`src/rtl/loader_pkg.sv`:
```
// loader_pkg: state encoding and field widths shared by the program loader files
package loader_pkg;
    localparam int LEN_W = 16;
    localparam int CSUM_W = 8;
    typedef logic [3:0] state_t;
    localparam state_t IDLE    = 4'd0;
    localparam state_t LEN_HI  = 4'd1;
    localparam state_t LEN_LO  = 4'd2;
    localparam state_t DATA_HI = 4'd3;
    localparam state_t DATA_LO = 4'd4;
    localparam state_t WRITE   = 4'd5;
    localparam state_t CHECK   = 4'd6;
    localparam state_t DONE    = 4'd7;
    localparam state_t ERROR   = 4'd8;
endpackage

```
`src/rtl/program_loader_if.sv`:
```
// program_loader_if: byte-stream input, instruction-memory write port and load status
interface program_loader_if #(parameter int ADDR_W = 6, parameter int DATA_W = 16);
    logic              start;
    logic              in_valid;
    logic [7:0]        in_byte;
    logic              in_ready;
    logic              mem_we;
    logic [ADDR_W-1:0] mem_addr;
    logic [DATA_W-1:0] mem_wdata;
    logic              cpu_hold;
    logic              done;
    logic              err_length;
    logic              err_checksum;
    logic [ADDR_W:0]   word_count;
    modport master (
        output start, in_valid, in_byte,
        input  in_ready, mem_we, mem_addr, mem_wdata, cpu_hold, done,
               err_length, err_checksum, word_count
    );
    modport slave (
        input  start, in_valid, in_byte,
        output in_ready, mem_we, mem_addr, mem_wdata, cpu_hold, done,
               err_length, err_checksum, word_count
    );
endinterface

```
`src/rtl/loader_byte_pair.sv`:
```
// loader_byte_pair: assembles hi/lo stream bytes into a word, word_valid pulses after the lo byte
module loader_byte_pair (
    input  logic        clk,
    input  logic        reset,
    input  logic        clear,
    input  logic        hi_en,
    input  logic        lo_en,
    input  logic [7:0]  data,
    output logic [15:0] word,
    output logic        word_valid
);
    always_ff @(posedge clk or negedge reset) begin
        if (!reset) begin
            word       <= '0;
            word_valid <= 1'b0;
        end else if (clear) begin
            word       <= '0;
            word_valid <= 1'b0;
        end else begin
            word_valid <= lo_en;
            if (hi_en) word[15:8] <= data;
            if (lo_en) word[7:0]  <= data;
        end
    end
endmodule

```
`src/rtl/program_loader.sv`:
```
// program_loader: receives a length/data/checksum byte stream and writes it into instruction memory
module program_loader
    import loader_pkg::*;
#(
    parameter int ADDR_W = 6,
    parameter int DATA_W = 16,
    parameter int DEPTH  = 64
) (
    input logic clk,
    input logic reset,
    program_loader_if.slave bus
);
    state_t            state;
    logic [LEN_W-1:0]  len;
    logic [CSUM_W-1:0] csum;
    logic [ADDR_W:0]   word_count;
    logic [ADDR_W-1:0] mem_addr;
    logic              err_length;
    logic              err_checksum;
    logic [15:0]       word;
    logic              word_valid;
    logic              xfer;
    logic              restart;
    logic [LEN_W-1:0]  len_next;
    logic [LEN_W-1:0]  wc_next;

    assign bus.in_ready = state inside {LEN_HI, LEN_LO, DATA_HI, DATA_LO, CHECK};
    assign xfer         = bus.in_valid && bus.in_ready;
    assign restart      = bus.start && (state == IDLE || state == DONE || state == ERROR);
    assign len_next     = {len[15:8], bus.in_byte};
    assign wc_next      = LEN_W'(word_count) + LEN_W'(1);

    loader_byte_pair pair (
        .clk(clk),
        .reset(reset),
        .clear(restart),
        .hi_en(xfer && state == DATA_HI),
        .lo_en(xfer && state == DATA_LO),
        .data(bus.in_byte),
        .word(word),
        .word_valid(word_valid)
    );

    always_ff @(posedge clk or negedge reset) begin
        if (!reset) begin
            state        <= IDLE;
            len          <= '0;
            csum         <= '0;
            word_count   <= '0;
            mem_addr     <= '0;
            err_length   <= 1'b0;
            err_checksum <= 1'b0;
        end else if (restart) begin
            state        <= LEN_HI;
            csum         <= '0;
            word_count   <= '0;
            mem_addr     <= '0;
            err_length   <= 1'b0;
            err_checksum <= 1'b0;
        end else begin
            case (state)
                LEN_HI: if (xfer) begin
                    len[15:8] <= bus.in_byte;
                    state     <= LEN_LO;
                end
                LEN_LO: if (xfer) begin
                    len[7:0] <= bus.in_byte;
                    if (len_next == '0 || len_next > LEN_W'(DEPTH)) begin
                        state      <= ERROR;
                        err_length <= 1'b1;
                    end else state <= DATA_HI;
                end
                DATA_HI: if (xfer) begin
                    csum  <= csum ^ bus.in_byte;
                    state <= DATA_LO;
                end
                DATA_LO: if (xfer) begin
                    csum  <= csum ^ bus.in_byte;
                    state <= WRITE;
                end
                WRITE: begin
                    word_count <= wc_next[ADDR_W:0];
                    // the address only advances when another word follows, so it never wraps past DEPTH-1
                    if (wc_next < len) begin
                        mem_addr <= mem_addr + ADDR_W'(1);
                        state    <= DATA_HI;
                    end else state <= CHECK;
                end
                CHECK: if (xfer) begin
                    if (csum == bus.in_byte) state <= DONE;
                    else begin
                        state        <= ERROR;
                        err_checksum <= 1'b1;
                    end
                end
                IDLE, DONE, ERROR: state <= state;
                default: state <= IDLE;
            endcase
        end
    end

    assign bus.mem_we       = word_valid;
    assign bus.mem_addr     = mem_addr;
    assign bus.mem_wdata    = DATA_W'(word);
    assign bus.cpu_hold     = state != DONE;
    assign bus.done         = state == DONE;
    assign bus.err_length   = err_length;
    assign bus.err_checksum = err_checksum;
    assign bus.word_count   = word_count;
endmodule

```
`src/flat_wrapper.sv`:
```
// flat-port wrapper written by rule: the top's interface ports become plain ports
module program_loader_flat import loader_pkg::*;
#(
    parameter int ADDR_W = 6,
    parameter int DATA_W = 16,
    parameter int DEPTH  = 64
)
  (clk, reset, bus_start, bus_in_valid, bus_in_byte, bus_in_ready, bus_mem_we, bus_mem_addr, bus_mem_wdata, bus_cpu_hold, bus_done, bus_err_length, bus_err_checksum, bus_word_count);
  program_loader_if #(.ADDR_W(ADDR_W), .DATA_W(DATA_W)) bus_i ();
  input logic clk;
  input logic reset;
  input wire logic [$bits(bus_i.start)-1:0] bus_start;
  input wire logic [$bits(bus_i.in_valid)-1:0] bus_in_valid;
  input wire logic [$bits(bus_i.in_byte)-1:0] bus_in_byte;
  output wire logic [$bits(bus_i.in_ready)-1:0] bus_in_ready;
  output wire logic [$bits(bus_i.mem_we)-1:0] bus_mem_we;
  output wire logic [$bits(bus_i.mem_addr)-1:0] bus_mem_addr;
  output wire logic [$bits(bus_i.mem_wdata)-1:0] bus_mem_wdata;
  output wire logic [$bits(bus_i.cpu_hold)-1:0] bus_cpu_hold;
  output wire logic [$bits(bus_i.done)-1:0] bus_done;
  output wire logic [$bits(bus_i.err_length)-1:0] bus_err_length;
  output wire logic [$bits(bus_i.err_checksum)-1:0] bus_err_checksum;
  output wire logic [$bits(bus_i.word_count)-1:0] bus_word_count;
  assign bus_i.start = bus_start;
  assign bus_i.in_valid = bus_in_valid;
  assign bus_i.in_byte = bus_in_byte;
  assign bus_in_ready = bus_i.in_ready;
  assign bus_mem_we = bus_i.mem_we;
  assign bus_mem_addr = bus_i.mem_addr;
  assign bus_mem_wdata = bus_i.mem_wdata;
  assign bus_cpu_hold = bus_i.cpu_hold;
  assign bus_done = bus_i.done;
  assign bus_err_length = bus_i.err_length;
  assign bus_err_checksum = bus_i.err_checksum;
  assign bus_word_count = bus_i.word_count;
  program_loader #(.ADDR_W(ADDR_W), .DATA_W(DATA_W), .DEPTH(DEPTH)) u_core (.clk(clk), .reset(reset), .bus(bus_i));
endmodule
```
`config.mk`:
```
export PLATFORM = sky130hd
export DESIGN_NAME = program_loader_flat
export DESIGN_NICKNAME = d
export VERILOG_FILES = /design/src/rtl/loader_pkg.sv /design/src/rtl/program_loader_if.sv /design/src/rtl/loader_byte_pair.sv /design/src/rtl/program_loader.sv /design/src/flat_wrapper.sv
export SDC_FILE = /design/constraint.sdc
export NUM_CORES = 1
export LEC_CHECK = 0
export CORE_MARGIN = 2
export CORE_UTILIZATION = 50
export CTS_CLUSTER_SIZE = 12
export DETAILED_ROUTE_END_ITERATION = 10
export HOLD_SLACK_MARGIN = 0.03
export PLACE_DENSITY = 0.82
export SLEW_MARGIN = 0
export SYNTH_ARGS = -nofsm -noshare
export SYNTH_HDL_FRONTEND = slang
export SYNTH_SLANG_ARGS = --single-unit
```
`constraint.sdc`:
```
create_clock -name clk -period 5.4 [get_ports clk]
set_input_delay 0.81 -clock clk [delete_from_list [all_inputs] [get_ports clk]]
set_output_delay 0.81 -clock clk [all_outputs]
set_load 0.05 [all_outputs]
```
# ---- Yosys cells after proc, flatten, opt, wreduce, memory -nomap -nowiden
# Index checks and enable logic that the tools add are counted.
dict set report word_totals {
  ff_bits 60
  in_bits 12
}
dict set report classes {
  muxes 30
  magnitude_cmp 2
  reduce_logical 28
  eq_ne 17
  bitwise_logic 2
  add_sub_neg 2
}
# operator count
set ops {}
lappend ops {{8-bit 2-to-1 mux} 5}
lappend ops {{4-bit 2-to-1 mux} 8}
lappend ops {{4-bit case mux with 7 select lines} 1}
lappend ops {{6-bit 2-to-1 mux} 3}
lappend ops {{2-bit nonzero test} 9}
lappend ops {{4-bit by 3-bit equality test with 1-bit output, second input constant} 4}
lappend ops {{16-bit by 7-bit greater-than comparator with 1-bit output, second input constant} 1}
lappend ops {{16-bit zero test} 1}
lappend ops {{16-bit less-than comparator} 1}
lappend ops {{16-bit 2-to-1 mux} 1}
lappend ops {{3-bit by 2-bit inequality test with 1-bit output, second input constant} 5}
lappend ops {{7-bit 2-to-1 mux} 2}
lappend ops {{3-bit AND reduction} 4}
lappend ops {{1-bit 2-to-1 mux} 9}
lappend ops {{7-bit by 1-bit adder with 8-bit output, second input constant} 1}
lappend ops {{4-bit by 2-bit equality test with 1-bit output, second input constant} 2}
lappend ops {{8-bit equality test} 1}
lappend ops {{8-bit XOR} 1}
lappend ops {{6-bit by 1-bit adder with 6-bit output, second input constant} 1}
lappend ops {{6-bit AND reduction} 1}
lappend ops {{5-bit nonzero test} 1}
lappend ops {{4-bit by 1-bit equality test with 1-bit output, second input constant} 1}
lappend ops {{4-bit equality test, second input constant} 1}
lappend ops {{1-bit logical AND} 4}
lappend ops {{other kinds (9)} 13}

# ---- Logic depth before layout (Yosys ltp)
# Gate-level depths: netlist (run 1).
dict set report logic_depth {
  depth_word 6
  depth_mapped 10
}

# ---- By module
# From an unflattened synthesis (run 1), not the netlist that was laid out.
dict set report hier_totals {
  hier_cells 295
  hier_area_um2 3096.7
}
# module seq_area_each_um2 cells_per_inst instances area_per_inst_um2
set modules_own_cells {}
lappend modules_own_cells {program_loader 1076.0 241 1 2403.6}
lappend modules_own_cells {loader_byte_pair 425.4 54 1 693.2}

# ---- Least setup slack after synthesis (run 1)
# No wires, ideal clock.
dict set report synth_timing {
  path_type {reg2out}
  from {register u_core.state[2]}
  to {output bus_in_ready}
  arrival_ns 1.915
  path_buffers 2
  slack_ns 2.675
  path_stages_with_launch 4
  path_cell_list {dfrtp_1 -> buf_4 -> clkbuf_1 -> a211oi_1}
}
dict set report synth_between {
  elab_chain_len 2
  elab_cells_between_ends 6
}
# element line_no
set synth_lines {}
lappend synth_lines {{start, declared} program_loader.sv:13} ;# state_t state;
lappend synth_lines {{start signal, assigned} program_loader.sv:96} ;# IDLE, DONE, ERROR: state <= state;
lappend synth_lines {{4-bit by 1-bit equality test with 1-bit output (tied with other cells)} program_loader.sv:27} ;# assign bus.in_ready = state inside {LEN_HI, LEN_LO, DATA_HI, DATA_LO, CHECK};
lappend synth_lines {{5-bit nonzero test *} program_loader.sv:27}
lappend synth_lines {{end, declared} flat_wrapper.sv:15} ;# output wire logic [$bits(bus_i.in_ready)-1:0] bus_in_ready;
# Every way passes the cells marked *; elsewhere a longest branch is shown, timed or not.

# ---- Worst setup path after layout (run 1)
dict set report layout_timing {
  from {register u_core.state[0]}
  to {output bus_done}
}
dict set report layout_between {
  elab_chain_len 1
}
# element line_no
set layout_lines {}
lappend layout_lines {{4-bit by 3-bit equality test with 1-bit output} program_loader.sv:106} ;# assign bus.done = state == DONE;
lappend layout_lines {{end, declared} flat_wrapper.sv:20} ;# output wire logic [$bits(bus_i.done)-1:0] bus_done;
# Every way passes these cells.

==> flow_results.xml, run 1 <==
<?xml version="1.0" encoding="UTF-8"?>
<metrics>
  <group name="die">
    <metric name="die_area" unit="sq um">6920</metric>
    <metric name="floorplan.rows" unit="">28</metric>
    <metric name="chipWidth" unit="um">83.2</metric>
    <metric name="chipHeight" unit="um">83.2</metric>
    <metric name="num_io_pins" unit="">47</metric>
    <metric name="floorplan.initialDensity" unit="%">52.3</metric>
    <metric name="core_area" unit="sq um">5990</metric>
  </group>
  <group name="critical_path">
    <metric name="worst_ep_required_time" unit="ns">4.59</metric>
    <metric name="crit_path_max_incr_delay" unit="ns">0.81</metric>
    <metric name="path_cells" unit="">and2_1 &gt; nand2_1 &gt; inv_1 &gt; clkdlybuf4s50_1</metric>
    <metric name="start_kind" unit="">flip-flop</metric>
    <metric name="crit_path_max_fanout" unit="">15</metric>
    <metric name="setup.worst_path.class" unit="">flip-flop to output pin</metric>
    <metric name="slowest_stage" unit="">sky130_fd_sc_hd__clkdlybuf4s50_1</metric>
    <metric name="critPathCaptureType" unit="">output pin</metric>
    <metric name="worst-endpoint-arrival" unit="ns">2.29</metric>
  </group>
  <group name="final_layout">
    <metric name="filler_cell_count" unit="">469</metric>
    <metric name="drive_gt1_share" unit="%">12.0</metric>
    <metric name="final-instance-count-excl-fill" unit="">443</metric>
    <metric name="mostFrequentLayoutCells" unit="">60 x sky130_fd_sc_hd__dfrtp_1, 49 x sky130_fd_sc_hd__nand2_1, 45 x sky130_fd_sc_hd__clkdlybuf4s50_1</metric>
    <metric name="register_area" unit="sq um">1500</metric>
    <metric name="multi_input_gate_area_in_the_final_layout" unit="sq um">1490</metric>
    <metric name="layout_commonest_cell" unit="">sky130_fd_sc_hd__dfrtp_1</metric>
    <metric name="final_design_area_no_fill" unit="sq um">3800</metric>
    <metric name="final_nets" unit="">385</metric>
    <metric name="postLayoutCoreUtil" unit="%">63.4</metric>
    <metric name="syn2layout_area_growth" unit="%">21.2</metric>
    <metric name="insertedDiodeCount" unit="">0</metric>
  </group>
  <group name="timing">
    <metric name="worst_slew_margin_rel" unit="%">50.7</metric>
    <metric name="fin_worst_skew" unit="ns">0.00750</metric>
    <metric name="worstMarginPinSlew" unit="ns">0.739</metric>
    <metric name="total_negative_slack_for_setup_checks" unit="ns">0</metric>
    <metric name="final-hold-violation-count" unit="">0</metric>
    <metric name="finalWorstPathRequiredPeriod" unit="ns">3.10</metric>
    <metric name="post-route-period-util" unit="%">57.4</metric>
    <metric name="achievable-frequency" unit="MHz">322</metric>
    <metric name="rsz0062_at_grt" unit="">false</metric>
    <metric name="slew_violations" unit="">0</metric>
    <metric name="setup_violations" unit="">0</metric>
  </group>
  <group name="pwr">
    <metric name="power_leakage" unit="nW">1.82</metric>
    <metric name="vdd.ir_drop.worst" unit="mV">0.373</metric>
    <metric name="power_dens_cells" unit="nW/um^2">541</metric>
  </group>
  <group name="placed_design">
    <metric name="place.detailed.instances" unit="">428</metric>
    <metric name="dp_hpwl" unit="mm">4.83</metric>
    <metric name="finalWeightedCongestion" unit="">0.874</metric>
    <metric name="dpl_cell_area" unit="sq um">3610</metric>
    <metric name="place.port_buffers" unit="">46</metric>
  </group>
  <group name="route">
    <metric name="first_pass_iters" unit="">4</metric>
    <metric name="dr_total_vias" unit="">2538</metric>
    <metric name="drt_iter0_markers" unit="">177</metric>
    <metric name="post-route-drc-count" unit="">0</metric>
    <metric name="final_antenna_net_count" unit="">0</metric>
    <metric name="routed_wl" unit="mm">6.99</metric>
    <metric name="post_drt_via_cell_ratio" unit="">5.73</metric>
    <metric name="wl_per_cell" unit="um">15.8</metric>
  </group>
  <group name="synthesis">
    <metric name="synth_enable_flop_cells" unit="">0</metric>
    <metric name="post_synth_inst_count" unit="">321</metric>
    <metric name="synth_fp_nets" unit="">342</metric>
    <metric name="async_reset_ff_share" unit="%">100</metric>
    <metric name="synth_cell_type_count" unit="">50</metric>
    <metric name="synth_seq_area_share" unit="%">47.9</metric>
    <metric name="postSynth.topFlopCell" unit="">sky130_fd_sc_hd__dfrtp_1</metric>
    <metric name="ys_ff_latch" unit="">60</metric>
    <metric name="syn-cell-area" unit="sq um">3130</metric>
    <metric name="yosys_warnings" unit="">0</metric>
    <metric name="post_synth.cell_area_avg" unit="sq um">9.76</metric>
  </group>
  <group name="clock_network">
    <metric name="numClockSinks" unit="">60</metric>
    <metric name="clk_latency" unit="ns">0.34</metric>
    <metric name="cts_htree_levels" unit="">3</metric>
    <metric name="cts_root_buffer" unit="">sky130_fd_sc_hd__clkbuf_8</metric>
    <metric name="buffers_from_clock_root_to_sink_at_most" unit="">2</metric>
    <metric name="post-cts-setup-buffer-count" unit="">0</metric>
    <metric name="ctsResizeCount" unit="">0</metric>
    <metric name="tritoncts" unit="">built</metric>
    <metric name="ctsHoldBuffers" unit="">0</metric>
    <metric name="cts.clk_slew.worst_paths" unit="ns">0.07</metric>
    <metric name="clock_buffers_created_by_tritoncts" unit="">9</metric>
  </group>
  <group name="global_routing">
    <metric name="number_of_antenna_violations_at_the_first_check_in_global_routing" unit="">0</metric>
    <metric name="grt.met2_usage" unit="%">33.1</metric>
    <metric name="overall_global_routing_usage" unit="%">21.0</metric>
    <metric name="grt_start_max_net_pins" unit="">61</metric>
    <metric name="grtUsageMet1" unit="%">28.0</metric>
    <metric name="grt_remaining_overflow" unit="">0</metric>
    <metric name="globalRoute.busiestLayer" unit="">met2</metric>
    <metric name="grt_pass1_vias" unit="">2466</metric>
    <metric name="grt_pass1_wl" unit="mm">11.6</metric>
    <metric name="grtUsageMet3" unit="%">3.68</metric>
  </group>
  <group name="hold_path">
    <metric name="type_of_the_most_critical_hold_path" unit="">flip-flop to flip-flop</metric>
  </group>
  <group name="run_status">
    <metric name="status" unit="">completed</metric>
  </group>
  <group name="flow_run">
    <metric name="max_cap_viols" unit="">0</metric>
  </group>
</metrics>
==> synth_stat cells (all sizes together) (2+ instances only) <==
cell type | count | share of area [%]
xnor2 | 12 | 3.4
nand4 | 2 | 0.40
or4 | 3 | 0.72
dfrtp | 60 | 48
o21a | 3 | 0.72
inv | 15 | 1.8
mux2i | 8 | 2.6
o31ai | 3 | 0.72
a21o | 6 | 1.4
mux2 | 16 | 5.7
ha | 9 | 3.6
o21ai | 16 | 2.7
nor4 | 2 | 0.40
o211ai | 3 | 0.88
nor3 | 4 | 0.80
nand3 | 22 | 3.5
buf | 10 | 2.0
and2 | 2 | 0.40
and3 | 4 | 0.80
a21oi | 10 | 1.6
nand2 | 49 | 5.9
xor2 | 5 | 1.4
and3b | 2 | 0.56
nor2 | 28 | 3.4
clkbuf | 6 | 0.72
o22ai | 3 | 0.60
a22oi | 2 | 0.64
==> layout make-up <==
cell class | instances | share of cell area [%]
flip-flops and latches | 60 | 39.5
multi-input cells | 230 | 39.2
repair buffers | 48 | 12.4
clock buffers | 14 | 4.81
well taps | 75 | 2.47
inverters | 15 | 1.48
clock inverters | 1 | 0.132
==> power breakdown <==
group | switching [W] | total, W | internal (W)
sequential | 0.000145 | 0.000752 | 0.000607
combinational | 0.000566 | 0.000922 | 0.000356
clock | 0.000169 | 0.000383 | 0.000214
==> per-layer routing <==
layer	part of all wire, %	vias up
li1	-	1211
met1	44	1241
met2	48	77
met3	6.1	9
met4	1.8	0
met5	0	-
==> through the flow <==
stage	worst slack, ns	hold WS, ns	total power, W
6_report	2.30	0.509	0.00206
5_1_grt	2.18	0.530	0.00218
4_1_cts	2.31	0.511	0.00206
3_5_place_dp	2.54	0.496	0.00168
3_3_place_gp	2.63	0.469	0.00165
2_1_floorplan	2.68	0.474	0.00141
==> worst max-delay path, delay by kind of cell, from the launching register on <==
family	cells	cell delay, ns
buffers and inverters	2	0.92
DFF	1	0.60
and+or+nand+nor	2	0.42
==> state kept, by name, indices dropped and copies added, names as in the netlist <==
register                 flops
u_core.len                  16
u_core.bus.word_count        7
u_core.bus.err_length        1
u_core.state                 4
u_core.bus.err_checksum      1
u_core.pair.word            16
u_core.pair.word_valid       1
u_core.bus.mem_addr          6
u_core.csum                  8
==> path summary, 6_finish.rpt <==
kind / start / to / slack, ns / cells after the start
worst min-delay path: u_core.pair.word[5] / u_core.pair.word[5] / 0.51 / 2
max in group asynchronous: reset / u_core.bus.mem_addr[4] / 4.29 / 2
worst max register to register: u_core.bus.word_count[0] / u_core.bus.mem_addr[3] / 2.60 / 8
min in group asynchronous: reset / u_core.len[2] / 0.62 / 2
worst min register to register: u_core.pair.word[5] / u_core.pair.word[5] / 0.51 / 2
worst max-delay path: u_core.state[0] / bus_done / 2.30 / 4
==> cell families (layout without fill, tap and decap cells) <==
group           count (synthesis)  in the layout  synth area share, %
compound gates                 59             59                 13.1
simple gates                  121            121                 17.8
mux                            24             24                 8.30
flops                          60             60                 47.9
buf+inv                        31             78                 4.55
fa+ha+maj                       9              9                 3.59
xor+xnor                       17             17                 4.75
Power figures use the tool's default switching activity.
==> run 2, diff against run 1 <==
Settings changed: CORE_UTILIZATION 50 to 49, PLACE_DENSITY 0.82 to 0.83.
Clock period 5.4 ns to 2.5 ns, I/O delays scaled along.
==> run 2 against run 1 <==
Die area is 1.9% higher. Largest power group unchanged. Utilization is 2.2 points higher. Clock skew is 0.0026 ns higher. Largest cell class is now multi-input combinational cells. First-iteration DRC count is 7.3% higher. Hold slack worse by 0.43 ns. Wire length is 11% higher. Critical path type is now flip-flop to flip-flop. Sequential power is 110% higher. Combinational power is 140% higher. Worst setup slack worse by 2.2 ns.
==> flow_results.xml, run 2 (synthesis gave the netlist of run 1 again) <==
<?xml version="1.0" encoding="UTF-8"?>
<metrics>
  <group name="pwr">
    <metric name="power_dens_cells" unit="nW/um^2">1140</metric>
    <metric name="power_leakage" unit="nW">1.94</metric>
    <metric name="totalPowerFinal" unit="W">0.00470</metric>
    <metric name="vdd.ir_drop.worst" unit="mV">0.878</metric>
  </group>
  <group name="die">
    <metric name="core_area" unit="sq um">6280</metric>
    <metric name="floorplan.rows" unit="">29</metric>
    <metric name="floorplan.initialDensity" unit="%">49.9</metric>
    <metric name="num_io_pins" unit="">47</metric>
    <metric name="die_area" unit="sq um">7050</metric>
    <metric name="chipWidth" unit="um">84.0</metric>
    <metric name="chipHeight" unit="um">84.0</metric>
  </group>
  <group name="final_layout">
    <metric name="mostFrequentLayoutCells" unit="">55 x sky130_fd_sc_hd__dfrtp_1, 49 x sky130_fd_sc_hd__nand2_1, 42 x sky130_fd_sc_hd__clkdlybuf4s50_1</metric>
    <metric name="insertedDiodeCount" unit="">0</metric>
    <metric name="final_design_area_no_fill" unit="sq um">4120</metric>
    <metric name="final_nets" unit="">410</metric>
    <metric name="drive_gt1_share" unit="%">22.8</metric>
    <metric name="syn2layout_area_growth" unit="%">31.5</metric>
    <metric name="layout_commonest_cell" unit="">sky130_fd_sc_hd__dfrtp_1</metric>
    <metric name="reg_top3" unit="">u_core.len (16), u_core.pair.word (16), u_core.csum (8)</metric>
  </group>
  <group name="global_routing">
    <metric name="overall_global_routing_usage" unit="%">22.7</metric>
    <metric name="grt_remaining_overflow" unit="">0</metric>
    <metric name="globalRoute.busiestLayer" unit="">met2</metric>
    <metric name="grt_pass1_wl" unit="mm">12.5</metric>
    <metric name="grt_start_max_net_pins" unit="">32</metric>
    <metric name="number_of_antenna_violations_at_the_first_check_in_global_routing" unit="">0</metric>
    <metric name="grt.met2_usage" unit="%">37.7</metric>
    <metric name="grt_pass1_vias" unit="">2575</metric>
    <metric name="grtUsageMet3" unit="%">3.86</metric>
    <metric name="grtUsageMet1" unit="%">28.5</metric>
  </group>
  <group name="placed_design">
    <metric name="dp_worst_setup_slack" unit="ns">-0.0221</metric>
    <metric name="place.port_buffers" unit="">46</metric>
    <metric name="dp_hpwl" unit="mm">5.32</metric>
    <metric name="dpl_cell_area" unit="sq um">3780</metric>
    <metric name="finalWeightedCongestion" unit="">0.871</metric>
  </group>
  <group name="route">
    <metric name="dr_total_vias" unit="">2625</metric>
    <metric name="post-route-drc-count" unit="">0</metric>
    <metric name="routed_wl" unit="mm">7.76</metric>
    <metric name="final_antenna_net_count" unit="">0</metric>
    <metric name="post_drt_via_cell_ratio" unit="">5.57</metric>
    <metric name="drt_iter0_markers" unit="">190</metric>
    <metric name="wl_per_cell" unit="um">16.5</metric>
    <metric name="first_pass_iters" unit="">4</metric>
  </group>
  <group name="timing">
    <metric name="worst_slew_margin_rel" unit="%">42.4</metric>
    <metric name="total_negative_slack_for_setup_checks" unit="ns">0</metric>
    <metric name="fin_worst_skew" unit="ns">0.0101</metric>
    <metric name="hold_ws" unit="ns">0.0754</metric>
    <metric name="worstMarginPinSlew" unit="ns">0.856</metric>
    <metric name="final-hold-violation-count" unit="">0</metric>
    <metric name="slew_violations" unit="">0</metric>
    <metric name="achievable-frequency" unit="MHz">411</metric>
    <metric name="post-route-period-util" unit="%">97.4</metric>
    <metric name="finalWorstPathRequiredPeriod" unit="ns">2.44</metric>
    <metric name="setup_slack" unit="ns">0.0641</metric>
    <metric name="setup_violations" unit="">0</metric>
  </group>
  <group name="clock_network">
    <metric name="clock_buffers_created_by_tritoncts" unit="">9</metric>
    <metric name="cts_root_buffer" unit="">sky130_fd_sc_hd__clkbuf_8</metric>
    <metric name="buffers_from_clock_root_to_sink_at_most" unit="">2</metric>
    <metric name="tritoncts" unit="">built</metric>
    <metric name="numClockSinks" unit="">60</metric>
    <metric name="cts_htree_levels" unit="">3</metric>
    <metric name="clk_latency" unit="ns">0.35</metric>
    <metric name="cts.clk_slew.worst_paths" unit="ns">0.07</metric>
  </group>
  <group name="critical_path">
    <metric name="worst_ep_required_time" unit="ns">2.71</metric>
    <metric name="critPathCaptureType" unit="">flip-flop</metric>
    <metric name="crit_path_max_fanout" unit="">9</metric>
    <metric name="setup.worst_path.class" unit="">flip-flop to flip-flop</metric>
    <metric name="start_kind" unit="">flip-flop</metric>
    <metric name="worst-endpoint-arrival" unit="ns">2.65</metric>
  </group>
  <group name="hold_path">
    <metric name="type_of_the_most_critical_hold_path" unit="">input port to asynchronous set/reset pin</metric>
  </group>
  <group name="run_status">
    <metric name="status" unit="">completed</metric>
  </group>
  <group name="flow_run">
    <metric name="max_cap_viols" unit="">0</metric>
  </group>
</metrics>
==> run 2: layout make-up <==
cell class                      count  area (sq um)
Fill cell                         479          2160
Multi-Input combinational cell    230          1590
Sequential cell                    60          1510
Timing Repair Buffer               73           672
Clock buffer                       12           155
Tap cell                           77          96.3
Inverter                           15          56.3
Clock inverter                      4          47.5
==> run 2: critical path, cell delays in order (launching register included) <==
cell and delay, ns:
sky130_fd_sc_hd__dfrtp_2 0.46, sky130_fd_sc_hd__ha_4 0.19, sky130_fd_sc_hd__xor2_1 0.14, sky130_fd_sc_hd__ha_2 0.18, sky130_fd_sc_hd__or3_4 0.38, sky130_fd_sc_hd__o211ai_4 0.20
sky130_fd_sc_hd__o221ai_4 0.16, sky130_fd_sc_hd__buf_6 0.18, sky130_fd_sc_hd__o31ai_1 0.28, sky130_fd_sc_hd__a21oi_1 0.12
==> run 2: per-stage QoR <==
step                      util, %  instances
final                        65.7        471
after global routing         65.7        471
after CTS                    63.8        468
after detailed placement     60.3        450
after global placement       60.3        450
after floorplan                 -        321
==> run 2: routing by layer <==
metal | share of wire, % | wire, um | vias to the layer above
li1 | - | - | 1256
met1 | 43 | 3320 | 1276
met2 | 50 | 3880 | 82
met3 | 5.6 | 431 | 11
met4 | 1.6 | 125 | 0
met5 | 0 | 0 | -
==> run 2: where the power goes <==
| group | internal, W | total, W | switching, W |
|---|---|---|---|
| Sequential | 0.00131 | 0.00156 | 0.000243 |
| Combinational | 0.000863 | 0.00224 | 0.00138 |
| Clock | 0.000511 | 0.000899 | 0.000387 |
==> run 2: path summary, 6_finish.rpt <==
kind                            cells past startpoint                      from  slack, ns                  endpoint
worst min-delay path                                1                     reset       0.08       u_core.pair.word[7]
worst max-delay path                                9  u_core.bus.word_count[1]       0.06    u_core.bus.mem_addr[3]
worst max register to register                      9  u_core.bus.word_count[1]       0.06    u_core.bus.mem_addr[3]
min in group clk                                    1   u_core.bus.err_checksum       0.50   u_core.bus.err_checksum
worst min register to register                      1   u_core.bus.err_checksum       0.50   u_core.bus.err_checksum
max in group asynchronous                           2                     reset       1.82  u_core.bus.word_count[0]
==> run 2: timing repair <==
item                                    4_1_cts  5_1_grt
pin swaps                                     1        4
gates resized for setup                       1       16
endpoints found under the setup margin        3        5
setup buffers                                 2        3
hold buffers                                  0        0
==> run 3, diff against run 2 <==
Settings changed: CORE_UTILIZATION 49 to 45, PLACE_DENSITY 0.83 to 0.75.
Clock period 2.5 ns to 2.9 ns, I/O delays scaled along.
==> run 3 against run 2 <==
Clock skew rose by 0.0016 ns. Sequential share of layout area rose by 1.8 points. Worst setup slack improved by 0.17 ns. Critical endpoint unchanged. Largest cell class is now sequential cells. Highest routed layer unchanged.
==> flow_results.xml, run 3 (synthesis gave the netlist of run 1 again) <==
<?xml version="1.0" encoding="UTF-8"?>
<metrics>
  <group name="placed_design">
    <metric name="place.port_buffers" unit="">46</metric>
    <metric name="finalWeightedCongestion" unit="">0.860</metric>
    <metric name="dp_hpwl" unit="mm">5.23</metric>
    <metric name="place.detailed.instances" unit="">445</metric>
  </group>
  <group name="pwr">
    <metric name="vdd.ir_drop.worst" unit="mV">0.483</metric>
    <metric name="cellInternalPower" unit="W">0.00224</metric>
    <metric name="power.share.switching" unit="%">42.5</metric>
    <metric name="p_comb_share" unit="%">45.7</metric>
    <metric name="power_leakage" unit="nW">1.90</metric>
    <metric name="power.sequential.fraction" unit="%">35.4</metric>
    <metric name="power_dens_cells" unit="nW/um^2">994</metric>
    <metric name="switching_power" unit="W">0.00165</metric>
    <metric name="portion_of_total_power_attributed_to_the_clock_network" unit="%">18.9</metric>
  </group>
  <group name="critical_path">
    <metric name="path_cells" unit="">and3_1 &gt; and3_1 &gt; and3_1 &gt; ha_1 &gt; a21oi_1 &gt; o21a_1 &gt; o221ai_2 &gt; or4_1 &gt; a21oi_1</metric>
    <metric name="slowest_stage" unit="">sky130_fd_sc_hd__or4_1</metric>
    <metric name="path_delay_family" unit="">simple AND/OR/NAND/NOR gates</metric>
    <metric name="crit_path_max_incr_delay" unit="ns">0.52</metric>
    <metric name="worst_ep_required_time" unit="ns">3.17</metric>
    <metric name="critPathCaptureType" unit="">flip-flop</metric>
    <metric name="start_kind" unit="">flip-flop</metric>
    <metric name="cp_common_cell" unit="">sky130_fd_sc_hd__and3_1</metric>
    <metric name="worst-endpoint-arrival" unit="ns">2.94</metric>
    <metric name="critical_path_buf_inv_count" unit="">0</metric>
    <metric name="crit_path_max_fanout" unit="">9</metric>
    <metric name="setup.worst_path.class" unit="">flip-flop to flip-flop</metric>
  </group>
  <group name="die">
    <metric name="chipHeight" unit="um">87.5</metric>
    <metric name="floorplan.initialDensity" unit="%">46.4</metric>
    <metric name="floorplan.rows" unit="">30</metric>
    <metric name="chipWidth" unit="um">87.5</metric>
    <metric name="die_area" unit="sq um">7650</metric>
    <metric name="core_area" unit="sq um">6760</metric>
    <metric name="num_io_pins" unit="">47</metric>
  </group>
  <group name="clock_network">
    <metric name="clk_latency" unit="ns">0.34</metric>
    <metric name="ctsHoldBuffers" unit="">0</metric>
    <metric name="tritoncts" unit="">built</metric>
    <metric name="cts_htree_levels" unit="">3</metric>
    <metric name="post-cts-setup-buffer-count" unit="">0</metric>
    <metric name="numClockSinks" unit="">60</metric>
    <metric name="clock_buffers_created_by_tritoncts" unit="">9</metric>
    <metric name="cts_root_buffer" unit="">sky130_fd_sc_hd__clkbuf_8</metric>
    <metric name="cts.clk_slew.worst_paths" unit="ns">0.07</metric>
    <metric name="buffers_from_clock_root_to_sink_at_most" unit="">2</metric>
  </group>
  <group name="route">
    <metric name="wl_per_cell" unit="um">15.8</metric>
    <metric name="post-route-drc-count" unit="">0</metric>
    <metric name="routedLengthMet1" unit="mm">3.31</metric>
    <metric name="dr_total_vias" unit="">2535</metric>
    <metric name="first_pass_iters" unit="">4</metric>
    <metric name="final_antenna_net_count" unit="">0</metric>
    <metric name="routed_wl" unit="mm">7.25</metric>
    <metric name="drt_iter0_markers" unit="">96</metric>
    <metric name="post_drt_via_cell_ratio" unit="">5.51</metric>
    <metric name="top_signal_layer_used" unit="">met4</metric>
    <metric name="met3RoutedLength" unit="um">336</metric>
    <metric name="met2_length" unit="mm">3.56</metric>
  </group>
  <group name="timing">
    <metric name="rsz0062_at_grt" unit="">false</metric>
    <metric name="achievable-frequency" unit="MHz">375</metric>
    <metric name="slew_violations" unit="">0</metric>
    <metric name="final-hold-violation-count" unit="">0</metric>
    <metric name="finalWorstPathRequiredPeriod" unit="ns">2.67</metric>
    <metric name="worstMarginPinSlew" unit="ns">0.638</metric>
    <metric name="fin_worst_skew" unit="ns">0.0117</metric>
    <metric name="total_negative_slack_for_setup_checks" unit="ns">0</metric>
    <metric name="setup_violations" unit="">0</metric>
    <metric name="worst_slew_margin_rel" unit="%">57.5</metric>
    <metric name="post-route-period-util" unit="%">92.0</metric>
  </group>
  <group name="run_status">
    <metric name="status" unit="">completed</metric>
  </group>
  <group name="final_layout">
    <metric name="mostFrequentLayoutCells" unit="">60 x sky130_fd_sc_hd__dfrtp_1, 49 x sky130_fd_sc_hd__nand2_1, 44 x sky130_fd_sc_hd__clkdlybuf4s50_1</metric>
    <metric name="syn2layout_area_growth" unit="%">24.9</metric>
    <metric name="final-instance-count-excl-fill" unit="">460</metric>
    <metric name="insertedDiodeCount" unit="">0</metric>
    <metric name="final_nets" unit="">397</metric>
    <metric name="drive_gt1_share" unit="%">15.0</metric>
    <metric name="reg_top3" unit="">u_core.len (16), u_core.pair.word (16), u_core.csum (8)</metric>
    <metric name="layout_commonest_cell" unit="">sky130_fd_sc_hd__dfrtp_1</metric>
  </group>
  <group name="global_routing">
    <metric name="grt_pass1_vias" unit="">2593</metric>
    <metric name="overall_global_routing_usage" unit="%">21.5</metric>
    <metric name="grt_pass1_wl" unit="mm">12.4</metric>
    <metric name="grt_start_max_net_pins" unit="">35</metric>
    <metric name="number_of_antenna_violations_at_the_first_check_in_global_routing" unit="">0</metric>
    <metric name="grt_remaining_overflow" unit="">0</metric>
  </group>
  <group name="hold_path">
    <metric name="type_of_the_most_critical_hold_path" unit="">input port to asynchronous set/reset pin</metric>
  </group>
  <group name="flow_run">
    <metric name="max_cap_viols" unit="">0</metric>
  </group>
</metrics>
==> run 3: changes by cell type in the layout (fill, tap and decap cells not counted), sizes merged <==
cell           previous run  this run
buf                      30        15
clkbuf                   12        10
clkdlybuf4s50            42        44
clkinv                    2         3
==> run 3: final timing paths <==
kind,from,slack (ns),depth (start not counted),endpoint
hold reg to reg,u_core.bus.mem_addr[2],0.51,1,u_core.bus.mem_addr[2]
hold / removal,reset,0.12,1,u_core.len[9]
setup reg to reg,u_core.bus.word_count[2],0.23,9,u_core.bus.mem_addr[3]
setup / recovery,u_core.bus.word_count[2],0.23,9,u_core.bus.mem_addr[3]
min in group clk,u_core.bus.mem_addr[2],0.51,1,u_core.bus.mem_addr[2]
max in group asynchronous,reset,2.18,2,u_core.csum[6]
==> run 3: routing by layer <==
layer | vias to the layer above | track usage (%)
li1 | 1229 | -
met4 | 0 | 6.99
met5 | - | 0
met1 | 1249 | 28.2
met2 | 52 | 34.6
met3 | 5 | 6.16
==> run 3: final cells by class <==
| type | count | area, sq um |
|---|---|---|
| Sequential cell | 60 | 1500 |
| Tap cell | 80 | 100 |
| Clock buffer | 10 | 138 |
| Clock inverter | 5 | 52.6 |
| Fill cell | 568 | 2840 |
| Inverter | 15 | 56.3 |
| Multi-Input combinational cell | 230 | 1490 |
| Timing Repair Buffer | 60 | 576 |
==> run 3: repair_timing <==
item / in CTS / in global routing
hold endpoints to repair: 0 / 0
resized for setup: 0 / 1
endpoints found under the setup margin: 0 / 1
==> run 3: stage by stage <==
stage | cell area, sq um | hold WS, ns | total power [W] | util [%] | setup slack [ns]
2_1_floorplan | 3130 | 0.139 | 0.00263 | - | 0.224
3_3_place_gp | 3720 | 0.487 | 0.00312 | 55.1 | 0.322
3_5_place_dp | 3720 | 0.488 | 0.00317 | 55.1 | 0.262
4_1_cts | 3910 | 0.117 | 0.00392 | 57.9 | 0.177
5_1_grt | 3910 | 0.154 | 0.00415 | 57.9 | 0.0306
6_report | 3910 | 0.117 | 0.00389 | 57.9 | 0.233
==> run 3: power by group through the flow <==
stage / Clock, W / Combinational [W] / Sequential (W)
2_1_floorplan: 0 / 0.000941 / 0.00169
3_3_place_gp: 0 / 0.00175 / 0.00137
3_5_place_dp: 0 / 0.00178 / 0.00139
4_1_cts: 0.000751 / 0.00179 / 0.00137
5_1_grt: 0.000788 / 0.00194 / 0.00142
6_report: 0.000735 / 0.00178 / 0.00138
